==> config.mk <==
export PLATFORM = sky130hd
export DESIGN_NAME = voting_machine_n
export DESIGN_NICKNAME = d
export VERILOG_FILES = /design/src/rtl/voting_machine_n.sv
export SDC_FILE = /design/constraint.sdc
export NUM_CORES = 1
export LEC_CHECK = 0
export BUFFER_PORTS_ARGS = -buffer_cell sky130_fd_sc_hd__buf_2
export CAP_MARGIN = 30
export CORE_MARGIN = 8
export CORE_UTILIZATION = 40
export DETAILED_ROUTE_END_ITERATION = 6
export PLACE_DENSITY = 0.62
export SYNTH_ARGS = -nofsm -noshare
export SYNTH_HDL_FRONTEND = slang
export SYNTH_SLANG_ARGS = --single-unit
==> constraint.sdc <==
create_clock -name clock -period 14.3 [get_ports clock]
set_input_delay 2.86 -clock clock [delete_from_list [all_inputs] [get_ports clock]]
set_output_delay 2.86 -clock clock [all_outputs]
set_load 0.005 [all_outputs]
==> src/rtl/voting_machine_n.sv <==
// voting_machine_n: N-candidate voting machine with press-and-hold vote
// qualification, saturating per-candidate tallies, a running total,
// leader/tie tracking and a result-mode tally display.
module voting_machine_n #(
    parameter int NUM_CAND    = 4,
    parameter int CNT_W       = 8,
    parameter int HOLD_CYCLES = 10
) (
    input  logic                                 clock,
    input  logic                                 reset,
    input  logic                                 mode,
    input  logic [NUM_CAND-1:0]                  button,
    output logic [CNT_W-1:0]                     led,
    output logic                                 vote_valid,
    output logic [$clog2(NUM_CAND)-1:0]          leader,
    output logic                                 tie,
    output logic [CNT_W+$clog2(NUM_CAND)-1:0]    total,
    output logic                                 overflow
);

    localparam int IDX_W = $clog2(NUM_CAND);
    localparam int TOT_W = CNT_W + IDX_W;
    localparam int HC_W  = $clog2(HOLD_CYCLES + 1);

    localparam logic [HC_W-1:0]     HOLD_LIM = HC_W'(HOLD_CYCLES);
    localparam logic [NUM_CAND-1:0] BTN_ONE  = NUM_CAND'(1);

    typedef enum logic [1:0] {
        S_IDLE     = 2'd0,
        S_HOLD     = 2'd1,
        S_WAIT_REL = 2'd2
    } state_t;

    state_t            state_q;
    logic [IDX_W-1:0]  cand_q;
    logic [HC_W-1:0]   hold_cnt_q;

    logic [CNT_W-1:0]  tally_q [NUM_CAND];
    logic [TOT_W-1:0]  total_q;
    logic              vote_valid_q;
    logic              overflow_q;

    logic [IDX_W-1:0]  sel_q;
    logic [IDX_W-1:0]  sel_d;
    logic [CNT_W-1:0]  led_q;

    logic [IDX_W-1:0]  leader_q;
    logic [IDX_W-1:0]  leader_d;
    logic              tie_q;
    logic              tie_d;

    logic              lone_press;
    logic              any_press;
    logic              same_press;
    logic [IDX_W-1:0]  btn_idx;
    logic [HC_W-1:0]   hold_cnt_inc;
    logic              accept;
    logic [IDX_W-1:0]  accept_idx;

    // Lowest-index set bit; for a one-hot pattern this is simply its index.
    function automatic logic [IDX_W-1:0] lowest_idx(input logic [NUM_CAND-1:0] b);
        logic [IDX_W-1:0] r;
        r = '0;
        for (int i = NUM_CAND - 1; i >= 0; i--) begin
            if (b[i]) r = IDX_W'(i);
        end
        return r;
    endfunction

    // A tally at all-ones cannot take another vote.
    function automatic logic is_saturated(input logic [CNT_W-1:0] t);
        return (t == {CNT_W{1'b1}});
    endfunction

    assign any_press    = (button != '0);
    assign lone_press   = any_press && ((button & (button - BTN_ONE)) == '0);
    assign btn_idx      = lowest_idx(button);
    assign same_press   = (button == (BTN_ONE << cand_q));
    assign hold_cnt_inc = hold_cnt_q + HC_W'(1);

    // Vote request: the qualifier has seen enough consecutive lone-press samples.
    always_comb begin
        accept     = 1'b0;
        accept_idx = cand_q;
        if (!mode) begin
            case (state_q)
                S_IDLE: begin
                    accept_idx = btn_idx;
                    if (lone_press && (HOLD_CYCLES == 1)) accept = 1'b1;
                end
                S_HOLD: begin
                    if (same_press && (hold_cnt_inc == HOLD_LIM)) accept = 1'b1;
                end
                default: accept = 1'b0;
            endcase
        end
    end

    // Press-and-hold qualifier: one vote per press, frozen while in result mode.
    always_ff @(posedge clock or negedge reset) begin
        if (!reset) begin
            state_q    <= S_IDLE;
            cand_q     <= '0;
            hold_cnt_q <= '0;
        end else if (!mode) begin
            case (state_q)
                S_IDLE: begin
                    if (lone_press) begin
                        cand_q     <= btn_idx;
                        hold_cnt_q <= HC_W'(1);
                        if (HOLD_CYCLES == 1) state_q <= S_WAIT_REL;
                        else                  state_q <= S_HOLD;
                    end else if (any_press) begin
                        state_q <= S_WAIT_REL;
                    end
                end
                S_HOLD: begin
                    if (same_press) begin
                        hold_cnt_q <= hold_cnt_inc;
                        if (hold_cnt_inc == HOLD_LIM) state_q <= S_WAIT_REL;
                    end else begin
                        state_q <= S_IDLE;
                    end
                end
                S_WAIT_REL: begin
                    if (!any_press) state_q <= S_IDLE;
                end
                default: state_q <= S_IDLE;
            endcase
        end else if (state_q == S_HOLD) begin
            state_q <= S_IDLE;
        end
    end

    // Tallies and total: saturating increment, sticky overflow on a rejected vote.
    always_ff @(posedge clock or negedge reset) begin
        if (!reset) begin
            for (int i = 0; i < NUM_CAND; i++) tally_q[i] <= '0;
            total_q      <= '0;
            vote_valid_q <= 1'b0;
            overflow_q   <= 1'b0;
        end else begin
            vote_valid_q <= 1'b0;
            if (accept) begin
                if (is_saturated(tally_q[accept_idx])) begin
                    overflow_q <= 1'b1;
                end else begin
                    tally_q[accept_idx] <= tally_q[accept_idx] + CNT_W'(1);
                    total_q             <= total_q + TOT_W'(1);
                    vote_valid_q        <= 1'b1;
                end
            end
        end
    end

    // Leader is the first strict maximum; tie means another candidate shares a nonzero maximum.
    always_comb begin
        logic [CNT_W-1:0] best;
        best     = tally_q[0];
        leader_d = '0;
        tie_d    = 1'b0;
        for (int i = 1; i < NUM_CAND; i++) begin
            if (tally_q[i] > best) begin
                best     = tally_q[i];
                leader_d = IDX_W'(i);
            end
        end
        for (int i = 0; i < NUM_CAND; i++) begin
            if ((IDX_W'(i) != leader_d) && (tally_q[i] == best) && (best != '0)) tie_d = 1'b1;
        end
    end

    // Register leader/tie every cycle.
    always_ff @(posedge clock or negedge reset) begin
        if (!reset) begin
            leader_q <= '0;
            tie_q    <= 1'b0;
        end else begin
            leader_q <= leader_d;
            tie_q    <= tie_d;
        end
    end

    // In result mode the lowest pressed button picks the displayed candidate.
    assign sel_d = (mode && any_press) ? btn_idx : sel_q;

    // Display select and LED: selected tally in result mode, 0 while voting.
    always_ff @(posedge clock or negedge reset) begin
        if (!reset) begin
            sel_q <= '0;
            led_q <= '0;
        end else begin
            sel_q <= sel_d;
            if (mode) led_q <= tally_q[sel_d];
            else      led_q <= '0;
        end
    end

    assign led        = led_q;
    assign vote_valid = vote_valid_q;
    assign leader     = leader_q;
    assign tie        = tie_q;
    assign total      = total_q;
    assign overflow   = overflow_q;

endmodule

==> run metrics, run 1 <==
I/O pins 30; Min-Delay Path Class flop to flop; Max Clk Rate 0.123 GHz; Root Buffer clkbuf_16; initial core utilization 41.0%; # resized after CTS 0; PortBufs 29; Crit Path Class flop to flop; worst reg2reg path startpoint tally_q[31]; leading area contributor after synthesis dfrtp_1; setup slack at placement 6.45 ns; worst setup margin 6.20 ns; Die W 130 um; setup TNS after final layout 0 ns; worst r2r dst tie; DRT Pass-1 Iters 5; DR DRC count 0; largest family of logic cells by synthesized area compound AO/OA/AOI/OAI gates; total CTS buffers 9; register area share after synthesis 31.3%; Power Density 75.5 nW/um^2; antenna cells 0; Sink Count 65; synthesis-stage register bit count 65; Cell variety after synth 66; R2R cell count 26; Max Cap Viol 0; RSZ-0062 raised after global routing no; CP Max Fanout 23; H-tree levels 3; Final Hold Viols 0; arrival time at the worst endpoint 8.36 ns; Switch Pwr 0.110 mW; Hold Crit Depth 1; pins over their slew limit 0; minimum clock period 8.10 ns; fin crit share 56.6%; Final Skew 0.0102 ns; min-delay src total[9]; first-pass GRT wire length 26.3 mm; CTS tree built; Routed Antenna Nets 0; Area contributors post-synth dfrtp_1, ha_1, nand2_1, xnor2_1, o21ai_0; Synth Area in XOR/XNOR 7.92%; Clk pwr share 48.9%; switch share 25.4%; critical path capture point type flop; Skew-Pair Late Insertion Delay 0.35 ns; Reg power frac 43.9%; initial antenna violation count 0; Worst-path clk slew 0.06 ns; Comb pwr share 7.2%; post-synthesis simple-gate area fraction 20.6%; Critical Path RT 14.56 ns; routed len/inst 19.8 um; largest net degree at the start of global routing 66; worst-margin pin slew 1.11 ns; clk buf depth 2; leakage power 2.62 nW; total power 0.434 mW; setup bufs post-CTS 0; dpl cells 795; Synth Instances 629; YS warnings 0; Overflow after GRT 0; internal cell power 0.324 mW; number of flops mapped to enable cells by yosys 0; Setup violations, final 0; hold_buf cts 0; Worst Hold End total[9]; mux share of post-synthesis cell area 6.09%; routed vias/inst 6.04; Die Y 130 um; core area 12,700 um^2; Site Rows 41; HPWL Detailed 11.6 mm; Post-Synth Adder-Cell Area 6.50%; vias 4,894; most frequently used flop master after synthesis dfrtp_1; share of the synthesized area in the top cell type 31.3%; status completed; post-synthesis compound-gate area fraction 22.0%; Layout area overhead 10.5%; GP Congestion 0.951; DRT iter0 DRCs 453; CP Launch Type flop; vias in the first global route 4,716; Die Area 16,900 um^2; Post-Layout Cell Count 810; Rel. slew slack 25.9%; Post-Synthesis Cell Area 5200 um^2; Max VDD drop 0.0659 mV; Worst R2R Setup Slack 6.20 ns; Total GRT Usage 20.2%; asr flop ratio synth 100%; layout cells sized above 1 12.7%; Avg Inst Size Synth 8.26 um^2; Syn Nets 663; drt total wl 16.1 mm; fin nets 668
[state kept, by name (all words and copies together), names as in the netlist]
signal and cells:
tally_q 32, total 10, led 8, hold_cnt_q 4, cand_q 2, leader 2, sel_q 2, state_q 2
overflow 1, tie 1, vote_valid 1
[power groups by stage]
stage               logic (mW)  registers [mW]  clock network, mW
global route            0.0356           0.191              0.223
floorplan               0.0196           0.193                  0
global placement        0.0299           0.193                  0
detailed placement      0.0314           0.194                  0
finish                  0.0314           0.190              0.212
CTS                     0.0316           0.190              0.218
[metrics by stage]
stage / cell area (um^2) / hold WS, ns / utilization, %
final: 5740 / 0.470 / 45.3
after global routing: 5740 / 0.487 / 45.3
after CTS: 5740 / 0.480 / 45.3
after detailed placement: 5460 / 0.466 / 43.1
after global placement: 5440 / 0.463 / 42.9
after floorplan: 5200 / 0.468 / -
[per-layer routing]
metal	global-route usage (%)	vias to the layer above	part of all wire (%)
met5	0	-	0
met4	9.56	0	4.0
met3	4.41	44	6.4
met2	30.6	188	45
met1	26.9	2366	45
li1	-	2296	-
[worst max-delay path, stage by stage, from the launching register on]
cell and delay [ns]:
dfrtp_1 0.55, inv_1 0.16, ha_1 0.36, a21oi_2 0.19
o21ai_2 0.15, o21ai_2 0.51, mux2i_1 0.45, ha_1 0.32
nor2b_1 0.15, o211ai_1 0.21, a21oi_1 0.15, o22ai_2 0.39
inv_1 0.10, o21ai_1 0.09, buf_4 0.24, mux2i_1 0.40
ha_1 0.32, nand3_1 0.13, nor2_1 0.06, a32oi_1 0.22
and2_0 0.89, a2111oi_0 0.16, nor3_1 0.56, xor2_1 0.13
or4_1 0.41, or4_1 0.53, a31oi_1 0.16
[logic make-up (layout without fill, tap and decap cells)]
family | Yosys count | after routing
AO/OA/AOI/OAI | 168 | 168
XOR/XNOR | 47 | 47
adder cells (fa/ha/maj) | 27 | 27
buffers and inverters | 73 | 82
flip-flops | 65 | 65
multiplexers | 30 | 30
AND/OR/NAND/NOR | 219 | 219
[synthesized netlist by cell type, types with 14 or more instances]
library cell  number
nand3_1           23
dfrtp_1           65
nor3_1            19
mux2i_1           17
xor2_1            15
xnor2_1           32
o21ai_0           40
o211ai_1          14
ha_1              27
inv_1             31
clkbuf_1          27
nor2_1            33
nand2_1           84
a21oi_1           34
[cells in the final DEF (no fill, tap or decap), drive strengths merged, types with 17 or more instances in the layout]
master  count
a21oi      37
buf        35
dfrtp      65
ha         27
inv        32
mux2i      17
nand2      84
nand3      23
nor2       33
nor3       22
o21ai      45
xnor2      32
[how the worst max path moves through the flow]
| stage | from | to | slack [ns] |
|---|---|---|---|
| 3_3_place_gp | tally_q[31] | tie | 6.62 |
| 6_report | tally_q[31] | tie | 6.20 |
| 5_1_grt | tally_q[27] | tie | 5.70 |
| 4_1_cts | tally_q[31] | tie | 6.41 |
| 3_5_place_dp | tally_q[31] | tie | 6.45 |
| 2_1_floorplan | tally_q[17] | tie | 7.80 |
[final cells by class]
cell class | count | area (um^2)
multi-input cells | 491 | 3290
repair buffers | 35 | 210
flip-flops and latches | 65 | 1630
clock inverters | 4 | 27.5
fillers | 1273 | 6930
well taps | 172 | 215
clock buffers | 11 | 253
inverters | 32 | 120
Power figures use the tool's default switching activity.
==> inputs of run 2 (changes only) <==
Clock period 14.3 ns to 7.5 ns, I/O delays scaled along.
==> run metrics, run 2 (synthesis results as in run 1) <==
status completed (unchanged); DRT iter0 DRCs 572 (was 453); Root Buffer clkbuf_16 (unchanged); antenna cells 0 (unchanged); fin crit share 93.5% (was 56.6%); routed len/inst 19.5 um (was 19.8 um); total CTS buffers 9 (unchanged); Sink Count 65 (unchanged); total power 0.895 mW (was 0.434 mW); initial antenna violation count 0 (unchanged); I/O pins 30 (unchanged); Die W 130 um (unchanged); H-tree levels 3 (unchanged); Max Cap Viol 0 (unchanged); Die Y 130 um (unchanged); largest net degree at the start of global routing 66 (unchanged); setup TNS after final layout 0 ns (unchanged); Crit Path Class flop to flop (unchanged); Min-Delay Path Class flop to flop (unchanged); CP Launch Type flop (unchanged); Total GRT Usage 20.3% (was 20.2%); most common cell after layout, fill and taps aside nand2_1 (unchanged); worst-margin pin slew 0.922 ns (was 1.11 ns); routed vias/inst 5.90 (was 6.04); max FFs per register 32 (unchanged); Layout area overhead 15.6% (was 10.5%); Site Rows 41 (unchanged); GP Congestion 0.955 (was 0.951); Max VDD drop 0.107 mV (was 0.0659 mV); worst reg2reg path startpoint tally_q[25] (was tally_q[31]); min-delay src total[9] (unchanged); minimum clock period 7.01 ns (was 8.10 ns); HPWL Detailed 12.2 mm (was 11.6 mm); pins over their slew limit 0 (unchanged); vias in the first global route 4,701 (was 4,716); Critical Path RT 7.77 ns (was 14.56 ns); Overflow after GRT 0 (unchanged); Routed Antenna Nets 0 (unchanged); Power Density 149 nW/um^2 (was 75.5 nW/um^2); Skew-Pair Late Insertion Delay 0.34 ns (was 0.35 ns); setup bufs post-CTS 0 (unchanged); CTS tree built (unchanged); # resized after CTS 0 (unchanged); arrival time at the worst endpoint 7.28 ns (was 8.36 ns); Final Hold Viols 0 (unchanged); drt total wl 16.4 mm (was 16.1 mm); DRT Pass-1 Iters 5 (unchanged); fin nets 699 (was 668); clk buf depth 2 (unchanged); layout cells sized above 1 17.0% (was 12.7%); hold_buf cts 0 (unchanged); PortBufs 29 (unchanged); Largest Register tally_q (unchanged); Max Clk Rate 0.143 GHz (was 0.123 GHz); vias 4,968 (was 4,894); Setup violations, final 0 (unchanged); RSZ-0062 raised after global routing no (unchanged); Rel. slew slack 38.1% (was 25.9%); commonest non-fill, non-tap cells in the layout nand2_1, dfrtp_1, o21ai_0 (unchanged); leakage power 2.78 nW (was 2.62 nW); Worst Setup SP tally_q[25] (was tally_q[31]); critical path capture point type flop (unchanged); Worst-path clk slew 0.06 ns (about the same); DR DRC count 0 (unchanged); core area 12,700 um^2 (unchanged); Die Area 16,900 um^2 (unchanged); CP Max Fanout 9 (was 23); first-pass GRT wire length 26.3 mm (about the same); initial core utilization 41.0% (unchanged); Final Skew 0.00891 ns (was 0.0102 ns)
-- run 2: changes by cell type in the layout (fill, tap and decap cells not counted), sizes merged --
cell,previous run,this run
buf,35,66
bufinv,0,2
clkbuf,11,9
clkinv,4,2
clkinvlp,0,2
inv,32,33
-- run 2: per-stage QoR --
| step | cell area, um^2 | hold slack (ns) | utilization [%] | std cells | setup slack (ns) |
|---|---|---|---|---|---|
| after floorplan | 5200 | 0.468 | - | 629 | 1.00 |
| after global placement | 5680 | 0.459 | 44.8 | 826 | 0.363 |
| after global routing | 6010 | 0.500 | 47.4 | 842 | 0.0244 |
| after CTS | 6000 | 0.477 | 47.4 | 842 | 0.301 |
| final | 6010 | 0.472 | 47.4 | 842 | 0.489 |
| after detailed placement | 5680 | 0.458 | 44.8 | 826 | 0.333 |
-- run 2: final cells by class --
| type | instances | area, um^2 |
|---|---|---|
| Clock buffer | 9 | 225 |
| Clock inverter | 7 | 101 |
| Fill cell | 1234 | 6670 |
| Inverter | 32 | 120 |
| Multi-Input combinational cell | 491 | 3290 |
| Sequential cell | 65 | 1630 |
| Tap cell | 172 | 215 |
| Timing Repair Buffer | 66 | 423 |
-- run 2: layer usage --
| metal | track usage, % | up-vias | share of wire (%) |
|---|---|---|---|
| li1 | - | 2347 | - |
| met1 | 26.3 | 2342 | 45 |
| met2 | 31.9 | 232 | 45 |
| met3 | 3.59 | 47 | 6.3 |
| met4 | 10.8 | 0 | 3.7 |
| met5 | 0 | - | 0 |
-- run 2: path summary, 6_finish.rpt --
| check | endpoint | slack, ns | depth (start not counted) |
|---|---|---|---|
| hold reg to reg | total[9] | 0.47 | 1 |
| min in group asynchronous | cand_q[0] | 1.35 | 2 |
| setup reg to reg | tie | 0.49 | 26 |
| hold / removal | total[9] | 0.47 | 1 |
| max in group asynchronous | leader[1] | 5.57 | 2 |
| setup / recovery | tie | 0.49 | 26 |
-- run 2: power by group --
part	internal, mW	switching, mW	total (mW)	leakage [nW]
Clock	0.294	0.178	0.472	0.153
Sequential	0.357	0.00586	0.363	0.888
Combinational	0.0190	0.0417	0.0607	1.74
Total	0.670	0.225	0.895	2.78
-- run 2: critical path, stage by stage (launching register included) --
cell       delay, ns
dfrtp_1         0.40
inv_1           0.10
ha_1            0.29
nor2b_4         0.13
o211ai_2        0.16
a21oi_2         0.14
o21ai_2         0.41
mux2i_1         0.45
ha_1            0.33
o21a_1          0.20
o21a_1          0.17
o21a_1          0.17
o22ai_2         0.28
inv_1           0.13
o21ai_2         0.22
mux2i_1         0.39
ha_1            0.31
a21o_1          0.18
a21oi_1         0.20
o211ai_1        0.14
and2_0          0.28
a2111oi_1       0.39
nor3_1          0.14
xor2_1          0.16
or4_1           0.47
or4_1           0.53
a31oi_1         0.13
